`src/rtl/conv_dot_pipe.sv`:
```
// conv_dot_pipe: 4-stage IFM x weight dot-product pipeline with a locked weight file.
// Optional output bias enabled by defining CONV_BIAS_EN.
module conv_dot_pipe #(
  parameter  int N_ELEM = 32,
  parameter  int DATA_W = 4,
  parameter  int W_W    = 4,
  localparam int AW     = $clog2(N_ELEM),
  localparam int OUT_W  = DATA_W + W_W + AW
) (
  input  logic                     clk,
  input  logic                     rst,
  input  logic                     in_valid,
  output logic                     in_ready,
  input  logic [N_ELEM*DATA_W-1:0] in_data,
  input  logic                     w_we,
  input  logic [AW-1:0]            w_addr,
  input  logic [W_W-1:0]           w_data,
  output logic                     w_ready,
  output logic                     out_valid,
  input  logic                     out_ready,
  output logic [OUT_W-1:0]         out_data,
  output logic                     busy,
  output logic [15:0]              beat_cnt
`ifdef CONV_BIAS_EN
  ,
  input  logic                     b_we,
  input  logic [OUT_W-1:0]         b_data
`endif
);

  localparam int PW = DATA_W + W_W;
  localparam int SW = PW + 1;
  localparam int NP = N_ELEM / 2;

  logic                     v0_q, v1_q, v2_q, v3_q;
  logic                     en0, en1, en2, en3;
  logic [N_ELEM*DATA_W-1:0] d0_q;
  logic [N_ELEM-1:0][PW-1:0] p1_q, p1_d;
  logic [NP-1:0][SW-1:0]    p2_q, p2_d;
  logic [OUT_W-1:0]         s3_q, s3_d;
  logic [N_ELEM-1:0][W_W-1:0] w_q;
  logic [15:0]              cnt_q;
`ifdef CONV_BIAS_EN
  logic [OUT_W-1:0]         bias_q;
`endif

  // Stage enables: a stage moves when it is empty or its successor moves,
  // so bubbles collapse even while the output is stalled.
  always_comb begin
    en3 = !v3_q || out_ready;
    en2 = !v2_q || en3;
    en1 = !v1_q || en2;
    en0 = !v0_q || en1;
  end

  // Datapath: products, pairwise sums and final reduction.
  always_comb begin
    p1_d = '0;
    p2_d = '0;
    s3_d = '0;
    for (int k = 0; k < N_ELEM; k++) begin
      p1_d[k] = PW'(d0_q[k*DATA_W +: DATA_W]) * PW'(w_q[k]);
    end
    for (int i = 0; i < NP; i++) begin
      p2_d[i] = SW'(p1_q[2*i]) + SW'(p1_q[2*i+1]);
    end
    for (int i = 0; i < NP; i++) begin
      s3_d = s3_d + OUT_W'(p2_q[i]);
    end
`ifdef CONV_BIAS_EN
    s3_d = s3_d + bias_q;
`endif
  end

  // Pipeline valid bits and data registers.
  always_ff @(posedge clk or posedge rst) begin
    if (rst) begin
      v0_q <= 1'b0;
      v1_q <= 1'b0;
      v2_q <= 1'b0;
      v3_q <= 1'b0;
      d0_q <= '0;
      p1_q <= '0;
      p2_q <= '0;
      s3_q <= '0;
    end else begin
      if (en0) begin
        v0_q <= in_valid;
        d0_q <= in_data;
      end
      if (en1) begin
        v1_q <= v0_q;
        p1_q <= p1_d;
      end
      if (en2) begin
        v2_q <= v1_q;
        p2_q <= p2_d;
      end
      if (en3) begin
        v3_q <= v2_q;
        s3_q <= s3_d;
      end
    end
  end

  // Weight file: writable only when nothing is in flight or arriving.
  always_ff @(posedge clk or posedge rst) begin
    if (rst) begin
      w_q <= '0;
    end else if (w_we && w_ready) begin
      w_q[w_addr] <= w_data;
    end
  end

`ifdef CONV_BIAS_EN
  // Bias register shares the weight write window.
  always_ff @(posedge clk or posedge rst) begin
    if (rst) begin
      bias_q <= '0;
    end else if (b_we && w_ready) begin
      bias_q <= b_data;
    end
  end
`endif

  // Delivered-result counter, wraps naturally.
  always_ff @(posedge clk or posedge rst) begin
    if (rst) begin
      cnt_q <= '0;
    end else if (v3_q && out_ready) begin
      cnt_q <= cnt_q + 16'd1;
    end
  end

  assign in_ready  = en0;
  assign busy      = v0_q | v1_q | v2_q | v3_q;
  assign w_ready   = !busy && !in_valid;
  assign out_valid = v3_q;
  assign out_data  = v3_q ? s3_q : '0;
  assign beat_cnt  = cnt_q;

endmodule

```
`config.mk`:
```
export PLATFORM = sky130hd
export DESIGN_NAME = conv_dot_pipe
export DESIGN_NICKNAME = d
export VERILOG_FILES = /design/src/rtl/conv_dot_pipe.sv
export SDC_FILE = /design/constraint.sdc
export NUM_CORES = 2
export LEC_CHECK = 0
export CORE_ASPECT_RATIO = 1.4
export CORE_MARGIN = 2
export CORE_UTILIZATION = 58
export CTS_BUF_LIST = sky130_fd_sc_hd__clkbuf_8 sky130_fd_sc_hd__clkbuf_16
export DETAILED_ROUTE_END_ITERATION = 6
export PLACE_DENSITY = 0.76
export SKIP_CTS_REPAIR_TIMING = 1
export SLEW_MARGIN = 20
export SYNTH_ARGS = -nofsm -noshare
export SYNTH_HDL_FRONTEND = slang
export SYNTH_SLANG_ARGS = --single-unit
```
`constraint.sdc`:
```
create_clock -name clk -period 27.3 [get_ports clk]
set_input_delay 2.73 -clock clk [delete_from_list [all_inputs] [get_ports clk]]
set_output_delay 2.73 -clock clk [all_outputs]
set_load 0.02 [all_outputs]
```
======== Yosys cells after proc, flatten, opt, wreduce, memory -nomap -nowiden ========
Index checks and enable logic that the tools add are counted.
word-level totals
  logic and storage cells ................. 174
  register bits ........................... 689
operators by class
  order comparisons ....................... 2
  multiplexer cells ....................... 4
  reduce and logical (&&, ||, !) cells .... 14
  multiply operators ...................... 32
  add/subtract/negate cells ............... 32
  bitwise logic cells ..................... 3
operators with widths
  operator                                                                              number
  4-bit by 4-bit multiplier with 8-bit output                                           32
  8-bit by 8-bit adder with 9-bit output                                                16
  13-bit by 9-bit adder with 13-bit output                                              11
  128-bit bitwise mux                                                                   1
  4-bit demux with 5-bit select                                                         1
  16-bit by 1-bit adder with 16-bit output (second input constant)                      1
  12-bit by 9-bit adder with 13-bit output                                              1
  13-bit 2-to-1 mux                                                                     1
  11-bit by 9-bit adder with 12-bit output                                              1
  10-bit by 9-bit adder with 11-bit output                                              1
  9-bit by 9-bit adder with 10-bit output                                               1
  1-bit zero test                                                                       6
  5-bit by 6-bit < comparator with 1-bit output (second input constant)                 1
  5-bit by 1-bit greater-or-equal comparator with 1-bit output (second input constant)  1
  1-bit logical AND                                                                     4
  1-bit logical OR                                                                      4
  4-bit 2-to-1 mux                                                                      1
  1-bit OR                                                                              3

======== Longest topological paths before layout ========
  word-level depth ........................ 15
  depth in mapped cells ................... 19
  gate-level depth less buffers ........... 19

======== Least setup slack after synthesis ========
OpenSTA, ideal clock, no wires.
  kind .................................... input port to output port
  start ................................... input out_ready
  end ..................................... output in_ready
  path buffers ............................ 4
  data arrival time ....................... 3,835 ps
  stages .................................. 7
  slack ................................... 20,735 ps
  cells stage by stage .................... nor2b_1 > buf_2 > and3_1 > buf_2 > nand2_1 > clkbuf_1 > buf_2
between the ends
  longest elaborated chain between the ends .. 4
ends and longest elaborated chain
  item              line  text
  start, declared   20    input logic out_ready,
  1-bit logical OR  50    en3 = !v3_q || out_ready;
  1-bit logical OR  51    en2 = !v2_q || en3;
  1-bit logical OR  52    en1 = !v1_q || en2;
  1-bit logical OR  53    en0 = !v0_q || en1;
  end, declared     13    output logic in_ready,
Every way passes these cells.

======== Worst setup path after layout ========
Ends and elaborated chain as after synthesis.

==> metrics.md <==
| Metric | Value |
|---|---|
| Reg2reg setup slack | `21.49 ns` |
| Crit end category | `output pin` |
| Period utilization | `30.1%` |
| Core Region | `80300 µm²` |
| Worst r2r dst | `s3_q[11]` |
| GRT overflow | `0` |
| Die H | `341 µm` |
| Cell internal pwr | `2460 µW` |
| Worst-Margin Slew | `1.07 ns` |
| Relative slew slack | `28.7%` |
| Share of layout cells above drive strength 1 | `8.80%` |
| Synthesized flop and latch total | `689` |
| Number of cells produced by synthesis | `4670` |
| EDFF count, synth | `0` |
| Total Wirelength | `103 mm` |
| Yosys Warn Count | `0` |
| Post-synthesis sequential area ratio | `36.6%` |
| Initial Util | `58.6%` |
| CTS max path bufs | `3` |
| P_sw | `1600 µW` |
| Max stage delay on crit path | `0.74 ns` |
| Post-route DRC | `0` |
| Port bufs | `174` |
| Critical-path top delay cell | `and3_4` |
| Final #Nets | `5761` |
| Global placer's final weighted congestion | `0.858` |
| Top post-synthesis cells by count | `nand2_1 (734), dfrtp_1 (689), ha_1 (535)` |
| Yosys cell types | `49` |
| Die Area | `83600 µm²` |
| Antenna viol nets, final | `0` |
| Crit path to | `in_ready` |
| Worst EP required | `24.57 ns` |
| Critical Path Start Type | `input port` |
| Final setup viols | `0` |
| Top_reg_cell synth | `dfrtp_1` |
| Synth area leaders | `dfrtp_1 (37%), ha_1 (14%), fa_1 (11%)` |
| RSZ-0062 raised after global routing | `no` |
| Root buffer cell | `clkbuf_16` |
| Worst-path cell chain | `clkdlybuf4s50_1, nor2b_2, buf_4, and3_4, nand2_4, clkdlybuf4s50_1` |
| Synth Cell Area | `47100 µm²` |
| Max H-tree Level | `3` |
| Final count of hold timing violations | `0` |
| Number of CTS-inserted buffers | `73` |
| Fin Setup TNS | `0 ns` |
| First-pass GRT wire length | `172 mm` |
| Static Leak | `0.0273 µW` |
| Max Clock Skew | `0.0160 ns` |
| Via count | `32793` |
| Worst r2r path cells | `16` |
| Power Dens Cells | `77.6 nW/µm²` |
| Sequential Power Share | `28.8%` |
| Via density | `5.52` |
| Area Overhead vs Synth | `11.2%` |
| Peak VDD IR | `0.354 mV` |
| Sw Share | `39.4%` |
| Num Clock Sinks | `689` |
| # Max-Cap Violations | `0` |
| Final Power | `4060 µW` |
| Asr flop ratio synth | `100%` |
| Wire per inst | `17.4 µm` |
| R2R Path Start | `p2_q[114]` |
| Clk pwr share | `25.2%` |
| Most frequent CP cell | `clkdlybuf4s50_1` |
| Post-DP HPWL | `76.9 mm` |
| Outcome | `finished clean` |
| Synth top area share | `36.6%` |
| Fmax | `122 MHz` |
| Gate power share | `46.1%` |
| Critical path type | `input port to output pin` |
| Crit-path max FO | `80` |
| Number of global-route vias before repair | `34411` |
| GRT Overall Usage | `25.7%` |
| Cell with the most instances after synthesis | `nand2_1` |
| Clock slew at reported path FFs | `0.06 ns` |
| Die Wd | `245 µm` |
| Clock latency on the worst-skew pair | `0.63 ns` |
| Area leader, netlist | `dfrtp_1` |
| Row count | `123` |
| Boundary Pins | `175` |
| CTS tree | `done` |
| Initial antenna violation count | `1` |
| Final min period | `8.21 ns` |
| Syn avg cell area | `10.1 µm²` |
| Pin count of the biggest net entering global routing | `156` |
| Hold Crit Class | `register to register` |
| Crit path launch | `out_ready` |
| Post-Syn Nets | `5613` |
| First drt pass iteration count | `5` |
| Pins Over Slew Limit | `0` |
| CP Data Arrival Time | `5.48 ns` |
| Initial DRC Count | `1882` |
-- worst min-delay path by stage --
stage                             from            to  slack, ns  cells after the start
final                         p1_q[42]      p1_q[42]       0.47                      2
after global routing      beat_cnt[15]  beat_cnt[15]       0.49                      1
after CTS                 beat_cnt[15]  beat_cnt[15]       0.47                      1
after detailed placement      p1_q[42]      p1_q[42]       0.46                      2
after global placement       p1_q[154]     p1_q[154]       0.46                      2
after floorplan               s3_q[12]      s3_q[12]       0.44                      2
-- sequential cells by signal (all words and copies together) (netlist names) --
register   count
w_q          128
beat_cnt      16
out_valid      1
v0_q           1
p1_q         256
s3_q          13
v1_q           1
p2_q         144
d0_q         128
v2_q           1
-- per-layer routing --
metal | vias to the layer above | GRT usage, % | wire length [µm]
met5 | - | 0 | 0
met4 | 0 | 12.2 | 5060
met3 | 216 | 3.76 | 4380
met2 | 574 | 45.1 | 52200
met1 | 16151 | 31.0 | 41600
li1 | 15852 | - | -
-- layout make-up --
| cell class | count | area (µm²) |
|---|---|---|
| Clock inverter | 35 | 303 |
| Antenna cell | 3 | 7.51 |
| Timing Repair Buffer | 196 | 1920 |
| Clock buffer | 95 | 2170 |
| Sequential cell | 689 | 17200 |
| Tap cell | 1062 | 1330 |
| Fill cell | 6426 | 28000 |
| Inverter | 461 | 1740 |
| Multi-Input combinational cell | 3397 | 27700 |
-- logic make-up after synthesis --
logic type / count (synthesis) / synth area share, %
fa+ha+maj: 801 / 25.5
buf+inv: 584 / 4.75
mux: 261 / 6.24
simple gates: 1299 / 12.5
xor+xnor: 199 / 3.70
flops: 689 / 36.6
compound gates: 837 / 10.7
-- cell usage in the layout, fill, tap and decap left out, drive strengths merged, types with 5 or more instances in the layout --
cell,netlist,routed
a211oi,36,36
a21o,55,55
a21oi,264,264
a22oi,6,6
and2,286,286
and3,9,9
buf,38,26
bufinv,0,5
clkbuf,85,95
clkdlybuf4s50,0,170
clkinv,0,14
dfrtp,689,689
fa,266,266
ha,535,535
inv,461,476
mux2,261,261
nand2,734,734
nand3,40,40
nand3b,5,5
nor2,157,157
nor2b,17,17
nor3,20,20
o21a,98,98
o21ai,242,242
o21bai,50,50
o221ai,16,16
o22ai,29,29
o31a,16,16
o31ai,17,17
or3,16,16
xnor2,91,91
xor2,108,108
-- worst max-delay path, delay by kind of cell --
kind	cells	cell delay [ns]
and+or+nand+nor	3	1.31
buffers and inverters	3	1.41
-- power groups by stage --
stage          Sequential (µW)  Clock [µW]  Combinational (µW)
2_1_floorplan             1170           0                1340
3_3_place_gp              1180           0                1780
3_5_place_dp              1190           0                1860
4_1_cts                   1170        1040                1870
5_1_grt                   1180        1090                2110
6_report                  1170        1020                1870
-- metrics by stage --
step | cell area [µm²] | hold WS (ns) | instances | utilization (%) | setup slack, ns
2_1_floorplan | 47100 | 0.441 | 4670 | - | 5.25
3_3_place_gp | 49900 | 0.455 | 5804 | 62.1 | 19.07
3_5_place_dp | 49900 | 0.462 | 5804 | 62.1 | 19.05
4_1_cts | 52300 | 0.475 | 5934 | 65.2 | 19.04
5_1_grt | 52400 | 0.490 | 5935 | 65.2 | 18.88
6_report | 52400 | 0.470 | 5938 | 65.2 | 19.09
(Power assumes the default switching activity.)
